File: src/rtl/fp_pkg.sv
// Shared constants and types for the single-precision FP datapath blocks.
// Imported by the unpacker and the float-to-int converter.
package fp_pkg;

    localparam int EXP_W    = 8;
    localparam int FRAC_W   = 23;
    localparam int EXP_BIAS = 127;

    localparam logic [31:0] INT_MAX = 32'h7FFF_FFFF;
    localparam logic [31:0] INT_MIN = 32'h8000_0000;

    // The one float that converts exactly to INT_MIN despite E==31
    localparam logic [31:0] FP_NEG_2_31 = 32'hCF00_0000;

    localparam logic [1:0] ST_IDLE_ENC  = 2'd0;
    localparam logic [1:0] ST_SHIFT_ENC = 2'd1;
    localparam logic [1:0] ST_ROUND_ENC = 2'd2;
    localparam logic [1:0] ST_DONE_ENC  = 2'd3;

    typedef enum logic [1:0] {
        ST_IDLE  = ST_IDLE_ENC,
        ST_SHIFT = ST_SHIFT_ENC,
        ST_ROUND = ST_ROUND_ENC,
        ST_DONE  = ST_DONE_ENC
    } state_e;

    typedef enum logic [2:0] {
        CLS_ZERO   = 3'd0,
        CLS_DENORM = 3'd1,
        CLS_NORMAL = 3'd2,
        CLS_INF    = 3'd3,
        CLS_NAN    = 3'd4
    } fp_class_e;

endpackage

File: src/rtl/fp_unpack.sv
// Combinational IEEE-754 single unpacker: fields, operand class and unbiased
// exponent. Shared between the adder and the float-to-int converter.
module fp_unpack
    import fp_pkg::*;
(
    input  logic [31:0]       src,
    output logic              sign,
    output logic [FRAC_W-1:0] frac,
    output fp_class_e         cls,
    output logic signed [9:0] e_unb
);

    logic [EXP_W-1:0] exp_f;

    always_comb begin
        sign  = src[31];
        exp_f = src[30:23];
        frac  = src[22:0];
        e_unb = $signed({2'b00, exp_f}) - 10'sd127;
        if (exp_f == 8'hFF) begin
            cls = (frac != '0) ? CLS_NAN : CLS_INF;
        end else if (exp_f == 8'h00) begin
            cls = (frac != '0) ? CLS_DENORM : CLS_ZERO;
        end else begin
            cls = CLS_NORMAL;
        end
    end

endmodule

File: src/rtl/fp_to_int_seq.sv
// Multi-cycle IEEE-754 single to signed int32 converter on a valid/ready stream.
// Denormalises one bit per cycle, then rounds with guard/round/sticky bits.
module fp_to_int_seq
    import fp_pkg::*;
#(
    parameter int ROUND_MODE = 0
) (
    input  logic        clk,
    input  logic        rst_n,
    input  logic        in_valid,
    output logic        in_ready,
    input  logic [31:0] src,
    output logic        out_valid,
    input  logic        out_ready,
    output logic [31:0] out,
    output logic        invalid,
    output logic        inexact
);

    // Handshake: a transfer happens on a rising edge where valid && ready; the
    // result and its flags are held stable while out_valid && !out_ready.

    logic              u_sign;
    logic [FRAC_W-1:0] u_frac;
    fp_class_e         u_cls;
    logic signed [9:0] u_e;

    fp_unpack u_unpack (
        .src   (src),
        .sign  (u_sign),
        .frac  (u_frac),
        .cls   (u_cls),
        .e_unb (u_e)
    );

    state_e      state_q, state_d;
    logic        sign_q, sign_d;
    logic        left_q, left_d;
    logic [31:0] m_q, m_d;
    logic [4:0]  n_q, n_d;
    logic        g_q, g_d, r_q, r_d, s_q, s_d;
    logic [31:0] out_q, out_d;
    logic        invalid_q, invalid_d;
    logic        inexact_q, inexact_d;
    logic        out_valid_q, out_valid_d;

    logic        inc;
    logic [31:0] mag;

    always_comb begin
        state_d     = state_q;
        sign_d      = sign_q;
        left_d      = left_q;
        m_d         = m_q;
        n_d         = n_q;
        g_d         = g_q;
        r_d         = r_q;
        s_d         = s_q;
        out_d       = out_q;
        invalid_d   = invalid_q;
        inexact_d   = inexact_q;
        out_valid_d = out_valid_q;
        inc         = 1'b0;
        mag         = '0;

        unique case (state_q)
            ST_IDLE: begin
                if (in_valid) begin
                    sign_d    = u_sign;
                    m_d       = {8'b0, 1'b1, u_frac};
                    n_d       = '0;
                    left_d    = 1'b0;
                    g_d       = 1'b0;
                    r_d       = 1'b0;
                    s_d       = 1'b0;
                    out_d     = '0;
                    invalid_d = 1'b0;
                    inexact_d = 1'b0;
                    if (u_cls == CLS_NAN) begin
                        out_d       = INT_MAX;
                        invalid_d   = 1'b1;
                        out_valid_d = 1'b1;
                        state_d     = ST_DONE;
                    end else if (u_cls == CLS_INF) begin
                        out_d       = u_sign ? INT_MIN : INT_MAX;
                        invalid_d   = 1'b1;
                        out_valid_d = 1'b1;
                        state_d     = ST_DONE;
                    end else if (u_e >= 10'sd31) begin
                        out_d       = u_sign ? INT_MIN : INT_MAX;
                        invalid_d   = (src != FP_NEG_2_31);
                        out_valid_d = 1'b1;
                        state_d     = ST_DONE;
                    end else if (u_cls == CLS_ZERO || u_cls == CLS_DENORM) begin
                        inexact_d   = (u_frac != '0);
                        out_valid_d = 1'b1;
                        state_d     = ST_DONE;
                    end else if (u_e <= -10'sd2) begin
                        inexact_d   = 1'b1;
                        out_valid_d = 1'b1;
                        state_d     = ST_DONE;
                    end else if (u_e <= 10'sd22) begin
                        // Low five bits suffice: the shift count is always 1..24
                        n_d     = 5'd23 - u_e[4:0];
                        state_d = ST_SHIFT;
                    end else begin
                        left_d  = 1'b1;
                        n_d     = u_e[4:0] - 5'd23;
                        state_d = (u_e == 10'sd23) ? ST_ROUND : ST_SHIFT;
                    end
                end
            end
            ST_SHIFT: begin
                if (left_q) begin
                    m_d = m_q << 1;
                end else begin
                    m_d = m_q >> 1;
                    g_d = m_q[0];
                    r_d = g_q;
                    s_d = s_q | r_q;
                end
                n_d = n_q - 5'd1;
                if (n_q == 5'd1) begin
                    state_d = ST_ROUND;
                end
            end
            ST_ROUND: begin
                inc         = (ROUND_MODE == 0) && g_q && (r_q || s_q || m_q[0]);
                mag         = m_q + {31'b0, inc};
                out_d       = sign_q ? (32'd0 - mag) : mag;
                inexact_d   = g_q | r_q | s_q;
                out_valid_d = 1'b1;
                state_d     = ST_DONE;
            end
            ST_DONE: begin
                if (out_ready) begin
                    out_valid_d = 1'b0;
                    state_d     = ST_IDLE;
                end
            end
            default: state_d = ST_IDLE;
        endcase
    end

    always_ff @(posedge clk or negedge rst_n) begin
        if (!rst_n) begin
            state_q     <= ST_IDLE;
            sign_q      <= 1'b0;
            left_q      <= 1'b0;
            m_q         <= '0;
            n_q         <= '0;
            g_q         <= 1'b0;
            r_q         <= 1'b0;
            s_q         <= 1'b0;
            out_q       <= '0;
            invalid_q   <= 1'b0;
            inexact_q   <= 1'b0;
            out_valid_q <= 1'b0;
        end else begin
            state_q     <= state_d;
            sign_q      <= sign_d;
            left_q      <= left_d;
            m_q         <= m_d;
            n_q         <= n_d;
            g_q         <= g_d;
            r_q         <= r_d;
            s_q         <= s_d;
            out_q       <= out_d;
            invalid_q   <= invalid_d;
            inexact_q   <= inexact_d;
            out_valid_q <= out_valid_d;
        end
    end

    assign in_ready  = (state_q == ST_IDLE);
    assign out_valid = out_valid_q;
    assign out       = out_q;
    assign invalid   = invalid_q;
    assign inexact   = inexact_q;

endmodule

File: config.mk
export PLATFORM = sky130hd
export DESIGN_NAME = fp_to_int_seq
export DESIGN_NICKNAME = d
export VERILOG_FILES = /design/src/rtl/fp_pkg.sv /design/src/rtl/fp_unpack.sv /design/src/rtl/fp_to_int_seq.sv
export SDC_FILE = /design/constraint.sdc
export NUM_CORES = 1
export LEC_CHECK = 0
export BUFFER_PORTS_ARGS = -buffer_cell sky130_fd_sc_hd__buf_4
export CAP_MARGIN = 40
export CORE_UTILIZATION = 55
export DETAILED_ROUTE_END_ITERATION = 8
export GPL_TIMING_DRIVEN = 0
export PLACE_DENSITY = 0.88
export SLEW_MARGIN = 20
export SYNTH_ARGS = -nofsm -noshare
export SYNTH_HDL_FRONTEND = slang
export SYNTH_HIERARCHICAL = 1
export SYNTH_SLANG_ARGS = --single-unit
File: constraint.sdc
create_clock -name clk -period 3.12 [get_ports clk]
set_input_delay 0.936 -clock clk [delete_from_list [all_inputs] [get_ports clk]]
set_output_delay 0.936 -clock clk [all_outputs]
set_load 0.03 [all_outputs]
Word level (Yosys, flattened, before mapping)
Index checks and enable logic that the tools add are counted.
- word-level logic and storage cells: 120
- output and inout bits: 36
- flip-flop bits (word level): 79
- bits of input ports: 36
- mux-type cells: 64
- add/sub/neg operators: 6
- equal/unequal tests: 15
- order comparisons: 3
- reduce and logical (&&, ||, !) cells: 17
- bitwise operators: 3
- operators with widths (operator ; count):
    $mux 32 ; 8
    $pmux 32 s2 ; 2
    $mux 5 ; 7
    $add 32x1->32 ; 1
    $ne 32x32->1 const B ; 1
    $sub 1x32->32 const A ; 1
    $mux 1 ; 27
    $reduce_bool 23->1 ; 1
    $mux 2 ; 10
    $eq 10x6->1 const B ; 1
    $ge 10x6->1 const B ; 1
    $le 10x2->1 const B ; 1
    $le 10x6->1 const B ; 1
    $pmux 5 s2 ; 1
    $mux 3 ; 3
    $sub 8x7->9 const B ; 1
    $eq 8x8->1 const B ; 1
    $logic_not 8->1 ; 1
    $ne 2x2->1 const B ; 4
    $pmux 1 s2 ; 4
    $pmux 2 s4 ; 1
    $ne 6x1->1 const B ; 1
    $reduce_and 2->1 ; 3
    $reduce_and 3->1 ; 2
    18 further kinds ; 24

Longest topological paths before layout
- word-level depth: 12
- depth in mapped cells: 14
- mapped depth without buffers: 13

By module
Netlist, hierarchy kept.
- modules (own cells, without submodules) (module ; area an instance (µm²) ; seq. area each (µm²) ; instances ; cells an instance):
    fp_to_int_seq ; 6198.4 ; 1976.9 ; 1 ; 783
    fp_unpack ; 421.7 ; 0.0 ; 1 ; 62

Worst setup path after synthesis
Ideal clock, no wire load.
- path kind: in2reg
- from: in src[23]
- to: reg out_q[15], in the netlist out[15]
- setup slack: -170 ps
- arrival time: 3153 ps
- library setup time: 137 ps
- data required time: 2983 ps
- stages: 12
- path buffers: 2
- cells stage by stage: ha_1 nand2_1 nor2_1 xor2_1 nor4_1 a21oi_1 nor2_1 o21ai_0 a21boi_0 clkbuf_1 clkbuf_1 a21oi_1
- elaborated cells between the ends (all ways): 13
- classes of those cells: add/sub: 1; order compare: 1; eq/ne: 3; mux: 7; reduce/logical: 1
- RTL lines (what ; line ; text):
    start, declared ; fp_to_int_seq.sv:12 ; input logic [31:0] src,
    $sub 8x7->9 ; fp_unpack.sv:19 ; e_unb = $signed({2'b00, exp_f}) - 10'sd127;
    via u_e[6] ; fp_to_int_seq.sv:26 ; logic signed [9:0] u_e;
    $ge 10x6->1 ; fp_to_int_seq.sv:89 ; end else if (u_e >= 10'sd31) begin
    $mux 32 ; fp_to_int_seq.sv:89 ;
    $mux 32 ; fp_to_int_seq.sv:84 ; end else if (u_cls == CLS_INF) begin
    $mux 32 ; fp_to_int_seq.sv:79 ; if (u_cls == CLS_NAN) begin
    $mux 32 ; fp_to_int_seq.sv:68 ; if (in_valid) begin
    $pmux 32 s2 ; fp_to_int_seq.sv:66 ; unique case (state_q)
    end signal, assigned ; fp_to_int_seq.sv:168 ; out_q <= out_d;
    end, declared ; fp_to_int_seq.sv:42 ; logic [31:0] out_q, out_d;
The timed path passes the listed nets, and every way through them passes these cells. The select of a mux whose other input is x is not followed.
A chain may end at the register's enable or synchronous reset.

Worst setup path in the final report
- from: reg g_q
- to: reg out_q[25], in the netlist out[25]
- cells in the longest elaborated chain, start to end: 5
- RTL lines (what ; line ; text):
    start, declared ; fp_to_int_seq.sv:41 ; logic g_q, g_d, r_q, r_d, s_q, s_d;
    start signal, assigned ; fp_to_int_seq.sv:165 ; g_q <= g_d;
    $logic_and 1x1->1 (*) ; fp_to_int_seq.sv:128 ; inc = (ROUND_MODE == 0) && g_q && (r_q || s_q || m_q[0]);
    $add 32x1->32 (*) ; fp_to_int_seq.sv:129 ; mag = m_q + {31'b0, inc};
    $sub 1x32->32 ; fp_to_int_seq.sv:130 ; out_d = sign_q ? (32'd0 - mag) : mag;
    $mux 32 (*) ; fp_to_int_seq.sv:130 ;
    $pmux 32 s2 (*) ; fp_to_int_seq.sv:66 ;
Every way passes the cells marked *; elsewhere a longest branch is shown, timed or not.

==> impl_metrics.ini <==
[status]
status = finished with violations
violations = DRC, setup timing

[sta]
max-slew-margin-rel = 0.4708
min_period_ns = 3.207
finalClockSkew_ns = 0.01219
max_freq_ghz = 0.3118
drv_slew = 0
hold_viol_final = 0
setup_violations = 6
finalCritPeriodShare = 1.028
holdWs_ns = 0.4848
tightest_slew_ns = 0.7938
rsz0062_at_grt = true
worst_slack_ns = -0.08690

[setup_path]
critPathMaxFanout = 8
crit_required_ns = 3.38
start_kind = register
r2r_start = g_q
cp-end-kind = register
r2r_setup_slack_ns = -0.09
r2r_end = out[25]
path_class = register to register
rr_worst_depth = 13
cp.arrival_ns = 3.46

[floorplan]
io_pins = 72
placementRows = 39
start_util = 0.5724
die_area_sq_um = 12480
die_h_um = 111.7
die_w_um = 111.7
core_sq_um = 11560

[grt]
grt_pass1_vias = 6202
gr-total-overflow = 0
antenna_found_initial = 0
grt_max_degree = 45
track_usage = 0.2975
grt_pass1_wl_um = 29950

[cts]
worstSkewPairLatency_ns = 0.36
cts_tree = built
htreeDepth = 3
hold_buffers = 0
clkSlewWorstSetupHoldPaths_ns = 0.06
cts.sinks = 79
cts_buffers = 9
cts-root-buf = clkbuf_16
cts_buffer_depth = 2

[placement]
numPortBuffers = 71
place_area_sq_um = 7362
dpl.hpwl_um = 13370
routabilityCongestion = 1.002

[drt]
dr.pass1.iters = 8
routedWlPerCell_um = 17.44
vias = 6878
wl_um = 19080
drc = 7
vias_per_cell = 6.287
drtIter0Drc = 799
route.antenna.remaining_nets = 0

[flow_run]
maxCapViolations = 0

[logic_synthesis]
synth_seq_cells = 79
yosysSeqAreaShare = 0.2986
netlist.area_leader.share = 0.2986
avgSynthCellArea_sq_um = 7.834
syn_nets = 894
synth_top_cell_by_area = dfrtp_1
async_flop_share = 1.000
synth_cell_types = 77
synthFlopType = dfrtp_1
yosysWarnings = 6
syn_area_sq_um = 6620
synth_edf_count = 0
syn_inst = 845
synth_area_leaders = dfrtp_1 (30%), o21ai_0 (5.6%), nor2_1 (5.4%)

[pwr]
finalPower_mw = 8.240
power_density_nw_per_um2 = 1013
ir_drop_v = 0.0003773
p_leak_nw = 3.330

[finish]
multiInputGateArea_sq_um = 4420
final-seq-area_sq_um = 1979
fillers = 884
final_util = 0.7032
area_growth_syn_to_layout_pct = 22.85
layout-drive-gt1-share = 0.2387
post-route-cell-area_sq_um = 8133
diodes = 0
nNetsFinal = 995

[worst_hold_path]
hp-class = register to register
hp-start = out_valid
hold_end = out_valid
worstHoldPathCells = 2
-- synthesized netlist by cell type (all sizes together), types with 16 or more instances --
master,n
mux2i,35
nor2,97
nor3,21
xor2,28
nand3,28
nand4,24
buf,47
nor4,27
dfrtp,79
inv,16
nand2,86
a21oi,64
o21ai,80
xnor2,33
clkbuf,43
-- kinds of logic (layout without fill, tap and decap cells) --
family          count (synthesis)  count (layout)  share of synthesized area
buf+inv                       107             213                    0.08108
simple gates                  335             335                     0.2603
mux                            37              37                    0.05632
fa+ha+maj                      13              13                    0.02457
flops                          79              79                     0.2986
xor+xnor                       61              61                    0.08070
compound gates                213             213                     0.1985
-- state kept, by name, summed over array words and instances (netlist names), 2 cells and up --
register and count:
state_q 2, n_q 5, m_q 32, out 32
-- report_power, final --
group / leakage (nW) / internal, mW / switching (mW)
clock: 0.131 / 0.563 / 0.448
combinational: 2.23 / 1.97 / 3.40
sequential: 0.967 / 1.51 / 0.342
-- cell usage in the layout (no fill, tap or decap), types with 24 or more instances in the layout --
| cell | instances |
|---|---|
| nand3_1 | 24 |
| xnor2_1 | 27 |
| nor2_1 | 94 |
| dfrtp_1 | 77 |
| nand2_1 | 86 |
| a21oi_1 | 61 |
| buf_4 | 126 |
| o21ai_0 | 71 |
| clkbuf_1 | 34 |
| xor2_1 | 27 |
| mux2i_1 | 35 |
-- cell type report --
type,count,share of cell area
Buffer,86,0.05908
Timing Repair Buffer,94,0.08923
Multi-Input combinational cell,659,0.5435
Inverter,17,0.007846
Tap cell,143,0.02200
Clock inverter,6,0.005538
Clock buffer,10,0.02938
Sequential cell,79,0.2434
-- routing by layer --
metal / vias to the layer above / part of all wire / GRT usage / wire (um)
met3: 43 / 0.083 / 0.04464 / 1582
met1: 3241 / 0.41 / 0.3958 / 7891
met2: 378 / 0.48 / 0.4841 / 9094
li1: 3216 / - / - / -
met4: 0 / 0.027 / 0.1234 / 514
met5: - / 0 / 0 / 0
-- metrics by stage --
| stage | std cells | setup TNS [ns] | setup WS (ns) |
|---|---|---|---|
| finish | 1094 | -0.2529 | -0.08690 |
| floorplan | 845 | 0 | 0.03099 |
| global route | 1094 | -1.351 | -0.1779 |
| CTS | 1081 | 0 | 0.002686 |
| global placement | 1059 | -19.14 | -0.7026 |
| detailed placement | 1060 | -22.21 | -0.7860 |
-- worst max-delay path, cell delays in order, from the launching register on --
cell       delay, ns
dfrtp_1         0.38
buf_6           0.12
and2_4          0.13
ha_4            0.15
buf_6           0.13
xor2_1          0.16
a2111o_1        0.46
nor3_2          0.22
o211ai_1        0.19
nor4_4          0.44
buf_4           0.22
nand4_1         0.14
o2bb2ai_2       0.18
a211oi_2        0.19
-- repair_timing --
item                                    CTS  global route
endpoints found under the setup margin   33            38
pin swaps                                 9            18
cloned                                    0             0
setup buffers                             6            16
hold endpoints to repair                  0             0
resized for setup                        26            48
-- worst max path at each step --
| stage | from | to | slack (ns) |
|---|---|---|---|
| final | g_q | out[25] | -0.09 |
| after global routing | g_q | out[25] | -0.18 |
| after CTS | g_q | out[24] | 0.003 |
| after detailed placement | src[23] | out[0] | -0.79 |
| after global placement | src[23] | out[6] | -0.70 |
| after floorplan | src[23] | out[0] | 0.03 |
(Power assumes the default switching activity.)
